--- src/rtl/pipe_pkg.sv ---
// Shared types and parameter defaults for the elastic pipeline-stage register.
package pipe_pkg;

    localparam int PIPE_DATA_W_DEF  = 32;
    localparam int PIPE_CTRL_W_DEF  = 8;
    localparam int PIPE_SKID_EN_DEF = 1;

    // The encoding doubles as the occupancy count.
    typedef enum logic [1:0] {
        ST_EMPTY = 2'd0,
        ST_MAIN  = 2'd1,
        ST_FULL  = 2'd2
    } pipe_st_e;

    // Occupancy (number of entries held) for a given state.
    function automatic logic [1:0] pipe_occ(input pipe_st_e st);
        return 2'(st);
    endfunction

endpackage

--- src/rtl/pipe_slot.sv ---
// One payload+control register. A load captures both fields. A clear zeroes
// only the control field, so the payload holds its last value and does not
// toggle while the slot is empty.
module pipe_slot
    import pipe_pkg::*;
#(
    parameter int DATA_W = PIPE_DATA_W_DEF,
    parameter int CTRL_W = PIPE_CTRL_W_DEF
) (
    input  logic              i_clk,
    input  logic              i_rst_n,
    input  logic              i_load,
    input  logic              i_clear,
    input  logic [DATA_W-1:0] i_data,
    input  logic [CTRL_W-1:0] i_ctrl,
    output logic [DATA_W-1:0] o_data,
    output logic [CTRL_W-1:0] o_ctrl
);

    logic [DATA_W-1:0] data_q, data_d;
    logic [CTRL_W-1:0] ctrl_q, ctrl_d;

    // Next-state selection: clear beats load, otherwise hold.
    always_comb begin
        data_d = data_q;
        ctrl_d = ctrl_q;
        if (i_clear) begin
            ctrl_d = '0;
        end else if (i_load) begin
            data_d = i_data;
            ctrl_d = i_ctrl;
        end
    end

    // Slot register with synchronous active-low reset clearing both fields.
    always_ff @(posedge i_clk) begin
        if (!i_rst_n) begin
            data_q <= '0;
            ctrl_q <= '0;
        end else begin
            data_q <= data_d;
            ctrl_q <= ctrl_d;
        end
    end

    assign o_data = data_q;
    assign o_ctrl = ctrl_q;

endmodule

--- src/rtl/elastic_pipe_reg.sv ---
// Handshaked pipeline-stage register with an optional skid slot.
// The main slot always drives m_*. The skid slot only catches an entry
// accepted while main is stalled. This lets s_ready come from registered
// state instead of combinationally from m_ready.
module elastic_pipe_reg
    import pipe_pkg::*;
#(
    parameter int DATA_W  = PIPE_DATA_W_DEF,
    parameter int CTRL_W  = PIPE_CTRL_W_DEF,
    parameter int SKID_EN = PIPE_SKID_EN_DEF
) (
    input  logic              i_clk,
    input  logic              i_rst_n,
    input  logic              i_stall,
    input  logic              i_flush,
    input  logic              s_valid,
    output logic              s_ready,
    input  logic [DATA_W-1:0] s_data,
    input  logic [CTRL_W-1:0] s_ctrl,
    output logic              m_valid,
    input  logic              m_ready,
    output logic [DATA_W-1:0] m_data,
    output logic [CTRL_W-1:0] m_ctrl,
    output logic [1:0]        o_occ
);

    pipe_st_e state_q, state_d;

    logic acc;
    logic drn;

    logic              main_load, main_clear;
    logic              skid_load, skid_clear;
    logic [DATA_W-1:0] main_data_d;
    logic [CTRL_W-1:0] main_ctrl_d;
    logic [DATA_W-1:0] main_data_q, skid_data_q;
    logic [CTRL_W-1:0] main_ctrl_q, skid_ctrl_q;

    assign m_valid = (state_q != ST_EMPTY);
    assign drn     = m_valid & m_ready & ~i_stall;
    assign acc     = s_valid & s_ready;

    generate
        if (SKID_EN != 0) begin : g_ready_reg
            // Depends only on the state register. Reset gating keeps it low while reset is held.
            assign s_ready = i_rst_n & (state_q != ST_FULL);
        end else begin : g_ready_comb
            // A single entry can only be replaced when it leaves in the same cycle.
            assign s_ready = i_rst_n & (~m_valid | drn);
        end
    endgenerate

    // Next state and slot control. Flush overrides stall and handshake.
    always_comb begin
        state_d     = state_q;
        main_load   = 1'b0;
        main_clear  = 1'b0;
        skid_load   = 1'b0;
        skid_clear  = 1'b0;
        main_data_d = s_data;
        main_ctrl_d = s_ctrl;
        if (i_flush) begin
            state_d    = ST_EMPTY;
            main_clear = 1'b1;
            skid_clear = 1'b1;
        end else begin
            case (state_q)
                ST_EMPTY: begin
                    if (acc) begin
                        state_d   = ST_MAIN;
                        main_load = 1'b1;
                    end
                end
                ST_MAIN: begin
                    if (acc && drn) begin
                        main_load = 1'b1;
                    end else if (acc) begin
                        // Main is blocked, so the newcomer waits behind it in skid.
                        if (SKID_EN != 0) begin
                            state_d   = ST_FULL;
                            skid_load = 1'b1;
                        end
                    end else if (drn) begin
                        state_d    = ST_EMPTY;
                        main_clear = 1'b1;
                    end
                end
                ST_FULL: begin
                    if (drn) begin
                        // The older skid entry moves up, preserving FIFO order.
                        state_d     = ST_MAIN;
                        main_load   = 1'b1;
                        main_data_d = skid_data_q;
                        main_ctrl_d = skid_ctrl_q;
                        skid_clear  = 1'b1;
                    end
                end
                default: begin
                    state_d = ST_EMPTY;
                end
            endcase
        end
    end

    // State register with synchronous active-low reset.
    always_ff @(posedge i_clk) begin
        if (!i_rst_n) begin
            state_q <= ST_EMPTY;
        end else begin
            state_q <= state_d;
        end
    end

    pipe_slot #(
        .DATA_W (DATA_W),
        .CTRL_W (CTRL_W)
    ) u_main (
        .i_clk   (i_clk),
        .i_rst_n (i_rst_n),
        .i_load  (main_load),
        .i_clear (main_clear),
        .i_data  (main_data_d),
        .i_ctrl  (main_ctrl_d),
        .o_data  (main_data_q),
        .o_ctrl  (main_ctrl_q)
    );

    generate
        if (SKID_EN != 0) begin : g_skid
            pipe_slot #(
                .DATA_W (DATA_W),
                .CTRL_W (CTRL_W)
            ) u_skid (
                .i_clk   (i_clk),
                .i_rst_n (i_rst_n),
                .i_load  (skid_load),
                .i_clear (skid_clear),
                .i_data  (s_data),
                .i_ctrl  (s_ctrl),
                .o_data  (skid_data_q),
                .o_ctrl  (skid_ctrl_q)
            );
        end else begin : g_no_skid
            assign skid_data_q = '0;
            assign skid_ctrl_q = '0;
        end
    endgenerate

    assign m_data = main_data_q;
    assign m_ctrl = main_ctrl_q;
    assign o_occ  = pipe_occ(state_q);

endmodule

--- config.mk ---
export PLATFORM = sky130hd
export DESIGN_NAME = elastic_pipe_reg
export DESIGN_NICKNAME = d
export VERILOG_FILES = /design/src/rtl/pipe_pkg.sv /design/src/rtl/pipe_slot.sv /design/src/rtl/elastic_pipe_reg.sv
export SDC_FILE = /design/constraint.sdc
export NUM_CORES = 1
export LEC_CHECK = 0
export ABC_AREA = 1
export BUFFER_PORTS_ARGS = -buffer_cell sky130_fd_sc_hd__buf_2
export CORE_MARGIN = 2
export CORE_UTILIZATION = 58
export DETAILED_ROUTE_END_ITERATION = 12
export GPL_TIMING_DRIVEN = 0
export MAX_ROUTING_LAYER = met4
export PLACE_DENSITY_LB_ADDON = 0.12
export REMOVE_ABC_BUFFERS = 1
export SLEW_MARGIN = 20
export SYNTH_ARGS = -nofsm -noshare
export SYNTH_HDL_FRONTEND = slang
export SYNTH_SLANG_ARGS = --single-unit
--- constraint.sdc ---
create_clock -name i_clk -period 2 [get_ports i_clk]
set_input_delay 0.2 -clock i_clk [delete_from_list [all_inputs] [get_ports i_clk]]
set_output_delay 0.2 -clock i_clk [all_outputs]
set_load 0.02 [all_outputs]
==> flow_summary.yaml, run 1 <==
global_routing:
  grt_max_degree: 84
  grt_pass1_vias: 3410
  overflow: 0
  grt_usage_pct: 25.8
  grt_first_pass_wirelength_mm: 14.9
  antenna_found_initial: 0
critical_path:
  worst-setup-path-type: "reg2reg"
  ff2ff_setup_slack_ns: 0.1
  reg2reg_depth: 7
  endpoint_kind: "flop"
  worstSetupStartpointType: "flop"
  cp_max_fo: 40
  crit_required_ns: 2.21
  regToRegStartpoint: "o_occ[0]"
  arrival_ns: 2.12
  r2r-end: "g_skid.u_skid.o_ctrl[7]"
cts:
  htree_num_levels: 3
  clk_pin_slew_ns: 0.08
  cts.path.max_buffers: 2
  worst_skew_pair.late_latency_ns: 0.35
  cts_tree: "done"
  root_buffer: "clkbuf_8"
  cts_buffers: 9
  cts_hold_buf: 0
  clock_sinks: 82
floorplan:
  die_x_um: 86.2
  fp.dieH_um: 86.2
  die_area_um2: 7430
  start_util_pct: 60.7
  ioPinCount: 90
  core_region_area_um2: 6460
  rows: 29
sta:
  fin_crit_ns: 1.90
  final.setup.worst_slack_ns: 0.0958
  worst_pin_slew_ns: 0.838
  finalCritPeriodShare_pct: 95.2
  clock.fmax_mhz: 525
  hold_viol: 0
  clock-skew-final_ns: 0.00681
  relSlewSlack_pct: 44.2
  setup_viol: 0
  rsz0062_at_grt: "false"
  drv_slew: 0
synth:
  ys_top_cells_by_area: "dfxtp_1, nand2_1, nand3_1"
  synth_cells: 602
  synth_edf_count: 0
  netlist_area_um2: 3920
  ys.flop_type: "dfxtp_1"
  synth_top_cells_by_count: "nand2_1, dfxtp_1, nor2_1, nand3_1, inv_1"
  yosysMostFrequentCell: "nand2_1"
  yosysWarnings: 0
  yosys_register_bits: 82
  yosys.area.top_type: "dfxtp_1"
  synth_top_area_share_pct: 41.9
  yosys.cell_types.count: 20
  synth_async_sr_flop_share_pct: 0
  avgSynthCellArea_um2: 6.51
  yosysSeqAreaShare_pct: 41.9
routing:
  vias: 3807
  avgRoutedWirePerCell_um: 12.3
  detail-route-antenna-nets: 0
  drcViolationCount: 0
  drt_iter0_drc: 188
  drt-total-wl_mm: 9.17
  drt_first_pass_iters: 4
  routed_via_density: 5.10
cells_and_area:
  final_util_pct: 70.5
  areaGrowthSynthToFinish_pct: 16.2
  fill_cells: 581
  nNetsFinal: 714
  num_antenna_cells: 0
  drive_above_1_share_pct: 18.1
hold_path:
  min_from: "s_ctrl[6]"
  holdPathEnd: "g_skid.u_skid.o_ctrl[6]"
  hold_class: "in2reg"
  hold_depth: 3
placed_design:
  io_buffers: 89
  dp_slack_ns: -0.846
  dp_hpwl_mm: 5.21
  place_congestion: 0.820
power:
  p_leak_uw: 0.00230
  p_per_area_nw_per_um2: 769
  power.total_uw: 3500
  vdd_drop_max_mv: 0.559
job:
  max-cap-violations: 0
outcome:
  status: "complete, no violations"
## registers in the layout, indices dropped and copies added, names as in the netlist
| register | count |
|---|---|
| g_skid.u_skid.o_ctrl | 8 |
| u_main.o_data | 32 |
| g_skid.u_skid.o_data | 32 |
| o_occ | 2 |
| u_main.o_ctrl | 8 |
## critical path, cell delays in order, from the launching register on
cell     delay (ns)
dfxtp_1        0.41
inv_2          0.09
nand2_4        0.10
nand3_2        0.20
nor2_4         0.46
nand2_8        0.28
nand2_1        0.14
a21oi_1        0.07
## layout by cell type (no fill, tap or decap), types with 2 or more instances in the layout
| master | instances |
|---|---|
| nand2_1 | 201 |
| buf_2 | 88 |
| dfxtp_1 | 82 |
| nor2_1 | 81 |
| nand3_1 | 72 |
| inv_1 | 52 |
| a21oi_1 | 50 |
| clkbuf_8 | 10 |
| nand3b_1 | 8 |
| nand2_4 | 3 |
| nor2_4 | 3 |
| bufinv_16 | 3 |
| inv_2 | 2 |
| nand2_2 | 2 |
| buf_4 | 2 |
## cell type report
type / count / area (um^2) / share of cell area (%)
Timing Repair Buffer: 92 / 503 / 11.0
Timing Repair inverter: 1 / 5.00 / 0.110
Sequential cell: 82 / 1640 / 36.1
Inverter: 56 / 216 / 4.75
Clock buffer: 10 / 138 / 3.02
Tap cell: 77 / 96.3 / 2.12
Clock inverter: 3 / 90.1 / 1.98
Multi-Input combinational cell: 426 / 1860 / 40.9
## stage by stage
stage                     hold WS, ns  cells  setup TNS (ns)  instance area [um^2]
after global placement          0.443    728         -110.66                  4210
after CTS                       0.109    747               0                  4540
after floorplan                 0.320    562          -31.26                  3670
after global routing            0.121    747               0                  4550
final                           0.121    747               0                  4550
after detailed placement        0.452    730          -42.97                  4280
## how the worst max path moves through the flow
stage | depth (start not counted) | end | from
6_report | 7 | g_skid.u_skid.o_ctrl[7] | o_occ[0]
5_1_grt | 7 | g_skid.u_skid.o_ctrl[3] | o_occ[0]
4_1_cts | 7 | g_skid.u_skid.o_ctrl[7] | o_occ[0]
3_5_place_dp | 6 | g_skid.u_skid.o_data[19] | i_rst_n
3_3_place_gp | 7 | u_main.o_data[18] | o_occ[1]
2_1_floorplan | 7 | u_main.o_data[0] | o_occ[1]
## cell families (layout without fill, tap and decap cells)
logic type,count (synthesis),count (layout),share of synthesized area [%]
buf+inv,96,162,11.7
flops,82,82,41.9
simple gates,372,374,39.7
compound gates,52,52,6.67
## per-layer routing
layer / routed length, um / global-route usage [%] / vias up
met5: 0 / - / -
met4: 137 / 11.2 / 0
met3: 682 / 5.43 / 19
met2: 4180 / 41.7 / 128
met1: 4170 / 31.4 / 1666
li1: - / - / 1994
## power by group
group	switching (uW)	internal [uW]
Sequential	20.5	1680
Clock	571	843
Combinational	261	128
Total	853	2650
## repair_timing
item,CTS,global route
cloned,3,0
endpoints found under the setup margin,81,40
setup buffers,1,0
hold endpoints to repair,0,0
pin swaps,2,1
gates resized for setup,4,1
(Power assumes the default switching activity.)
==> run 2: changes to the inputs <==
--- a/config.mk
+++ b/config.mk
@@ -8,7 +8,8 @@
 export ABC_AREA = 1
 export BUFFER_PORTS_ARGS = -buffer_cell sky130_fd_sc_hd__buf_2
 export CORE_MARGIN = 2
-export CORE_UTILIZATION = 58
+export CORE_UTILIZATION = 60
+export CTS_BUF_LIST = sky130_fd_sc_hd__clkbuf_8
 export DETAILED_ROUTE_END_ITERATION = 12
 export GPL_TIMING_DRIVEN = 0
 export MAX_ROUTING_LAYER = met4
==> run 2 against run 1 <==
Non-clock buffer count rose by 6. Hold slack improved by 0.0017 ns. Critical path depth rose by 2. Clock power fell by 11%. Clock-buffer cell count fell by 1. First-iteration DRC count rose by 9.0%. Sequential share of layout area fell by 0.26 points. Flip-flop and latch count did not move. Clock skew rose by 0.0041 ns. Die area fell by 3.2%. Highest routed layer unchanged. Worst setup slack improved by 0.12 ns.
==> flow_summary.yaml, run 2 (synthesis results as in run 1) <==
critical_path:
  worstSetupStartpointType: "flop"
  cp_max_fo: 31
  crit_required_ns: 2.25
  endpoint_kind: "flop"
  worst-setup-path-type: "reg2reg"
  arrival_ns: 2.03
sta:
  drv_slew: 0
  clock.fmax_mhz: 560
  rsz0062_at_grt: "false"
  fin_tns_setup_ns: 0
  finalCritPeriodShare_pct: 89.3
  final.setup.worst_slack_ns: 0.214
  hold_viol: 0
  worst_pin_slew_ns: 0.789
  setup_viol: 0
  clock-skew-final_ns: 0.0109
  fin_crit_ns: 1.79
  relSlewSlack_pct: 47.2
power:
  p_leak_uw: 0.00234
  power.total_uw: 3350
  p_per_area_nw_per_um2: 730
  vdd_drop_max_mv: 0.472
floorplan:
  rows: 29
  core_region_area_um2: 6350
  ioPinCount: 90
  die_x_um: 84.8
  start_util_pct: 61.7
  fp.dieH_um: 84.8
  die_area_um2: 7190
cells_and_area:
  fin_cells: 755
  drive_above_1_share_pct: 18.6
  postLayoutCellArea_um2: 4590
  areaGrowthSynthToFinish_pct: 17.0
  nNetsFinal: 720
  layout_common_cells: "nand2_1, buf_2, dfxtp_1"
  layout_commonest_cell: "nand2_1"
  num_antenna_cells: 0
job:
  max-cap-violations: 0
cts:
  cts_tree: "done"
  clock_sinks: 82
  root_buffer: "clkbuf_8"
  cts.path.max_buffers: 2
  clk_pin_slew_ns: 0.08
  htree_num_levels: 3
  cts_hold_buf: 0
  worst_skew_pair.late_latency_ns: 0.35
  cts_buffers: 9
routing:
  drt-total-wl_mm: 9.41
  drt_iter0_drc: 205
  avgRoutedWirePerCell_um: 12.5
  drt_first_pass_iters: 5
  vias: 3937
  routed_via_density: 5.21
  detail-route-antenna-nets: 0
  drcViolationCount: 0
global_routing:
  grt_pass1_vias: 3535
  antenna_found_initial: 0
  overflow: 0
  grt_usage_pct: 27.6
  grt_max_degree: 84
  grt_first_pass_wirelength_mm: 15.8
placed_design:
  io_buffers: 89
  dpl.cell_count: 731
  dp_slack_ns: -0.851
  dp_hpwl_mm: 5.35
  post_dp_cell_area_um2: 4300
  place_congestion: 0.808
outcome:
  status: "complete, no violations"
hold_path:
  hold_class: "in2reg"
run 2: cell count changes in the layout (fill, tap and decap cells not counted), sizes merged:
cell,delta
buf,+5
bufinv,-1
clkinv,+1
inv,+3
run 2: final cells by class:
type	instances	area [um^2]
Timing Repair Buffer	98	561
Clock buffer	9	124
Sequential cell	82	1640
Multi-Input combinational cell	426	1860
Tap cell	77	96.3
Inverter	56	219
Clock inverter	6	76.3
Fill cell	553	1760
Timing Repair inverter	1	5.00
run 2: worst paths after layout:
kind	endpoint	cells after the start	slack (ns)	startpoint
setup / recovery	u_main.o_data[18]	9	0.21	o_occ[1]
hold / removal	g_skid.u_skid.o_data[21]	3	0.12	s_data[21]
setup reg to reg	u_main.o_data[18]	9	0.21	o_occ[1]
hold reg to reg	g_skid.u_skid.o_ctrl[2]	2	0.46	g_skid.u_skid.o_ctrl[2]
run 2: power breakdown:
group	internal [uW]	leakage [uW]	switching, uW
Combinational	131	0.00156	265
Sequential	1680	0.000665	20.6
Clock	682	0.000113	573
Total	2490	0.00234	858
run 2: what timing repair did:
item,4_1_cts,5_1_grt
gates resized for setup,4,2
pin swaps,1,2
setup endpoints to repair,61,60
gates cloned,3,0
setup buffers,1,5
run 2: per-layer routing:
metal | vias to the layer above | wire (um) | track usage, %
met1 | 1812 | 4290 | 34.8
li1 | 2006 | - | -
met3 | 12 | 500 | 3.70
met5 | - | 0 | -
met4 | 0 | 138 | 10.5
met2 | 107 | 4480 | 45.2
run 2: metrics by stage:
step / hold WS, ns / util (%)
finish: 0.122 / 72.2
global route: 0.136 / 72.2
CTS: 0.116 / 71.5
detailed placement: 0.449 / 67.6
global placement: 0.443 / 66.3
floorplan: 0.320 / -
run 2: critical path, stage by stage (launching register included):
cell and delay (ns):
dfxtp_1 0.48, nand2_4 0.12, nor2_4 0.15, buf_12 0.21, nand2_4 0.20, buf_16 0.25
nand2_1 0.07, nand2_1 0.05, nor2_1 0.09, nor2_1 0.06
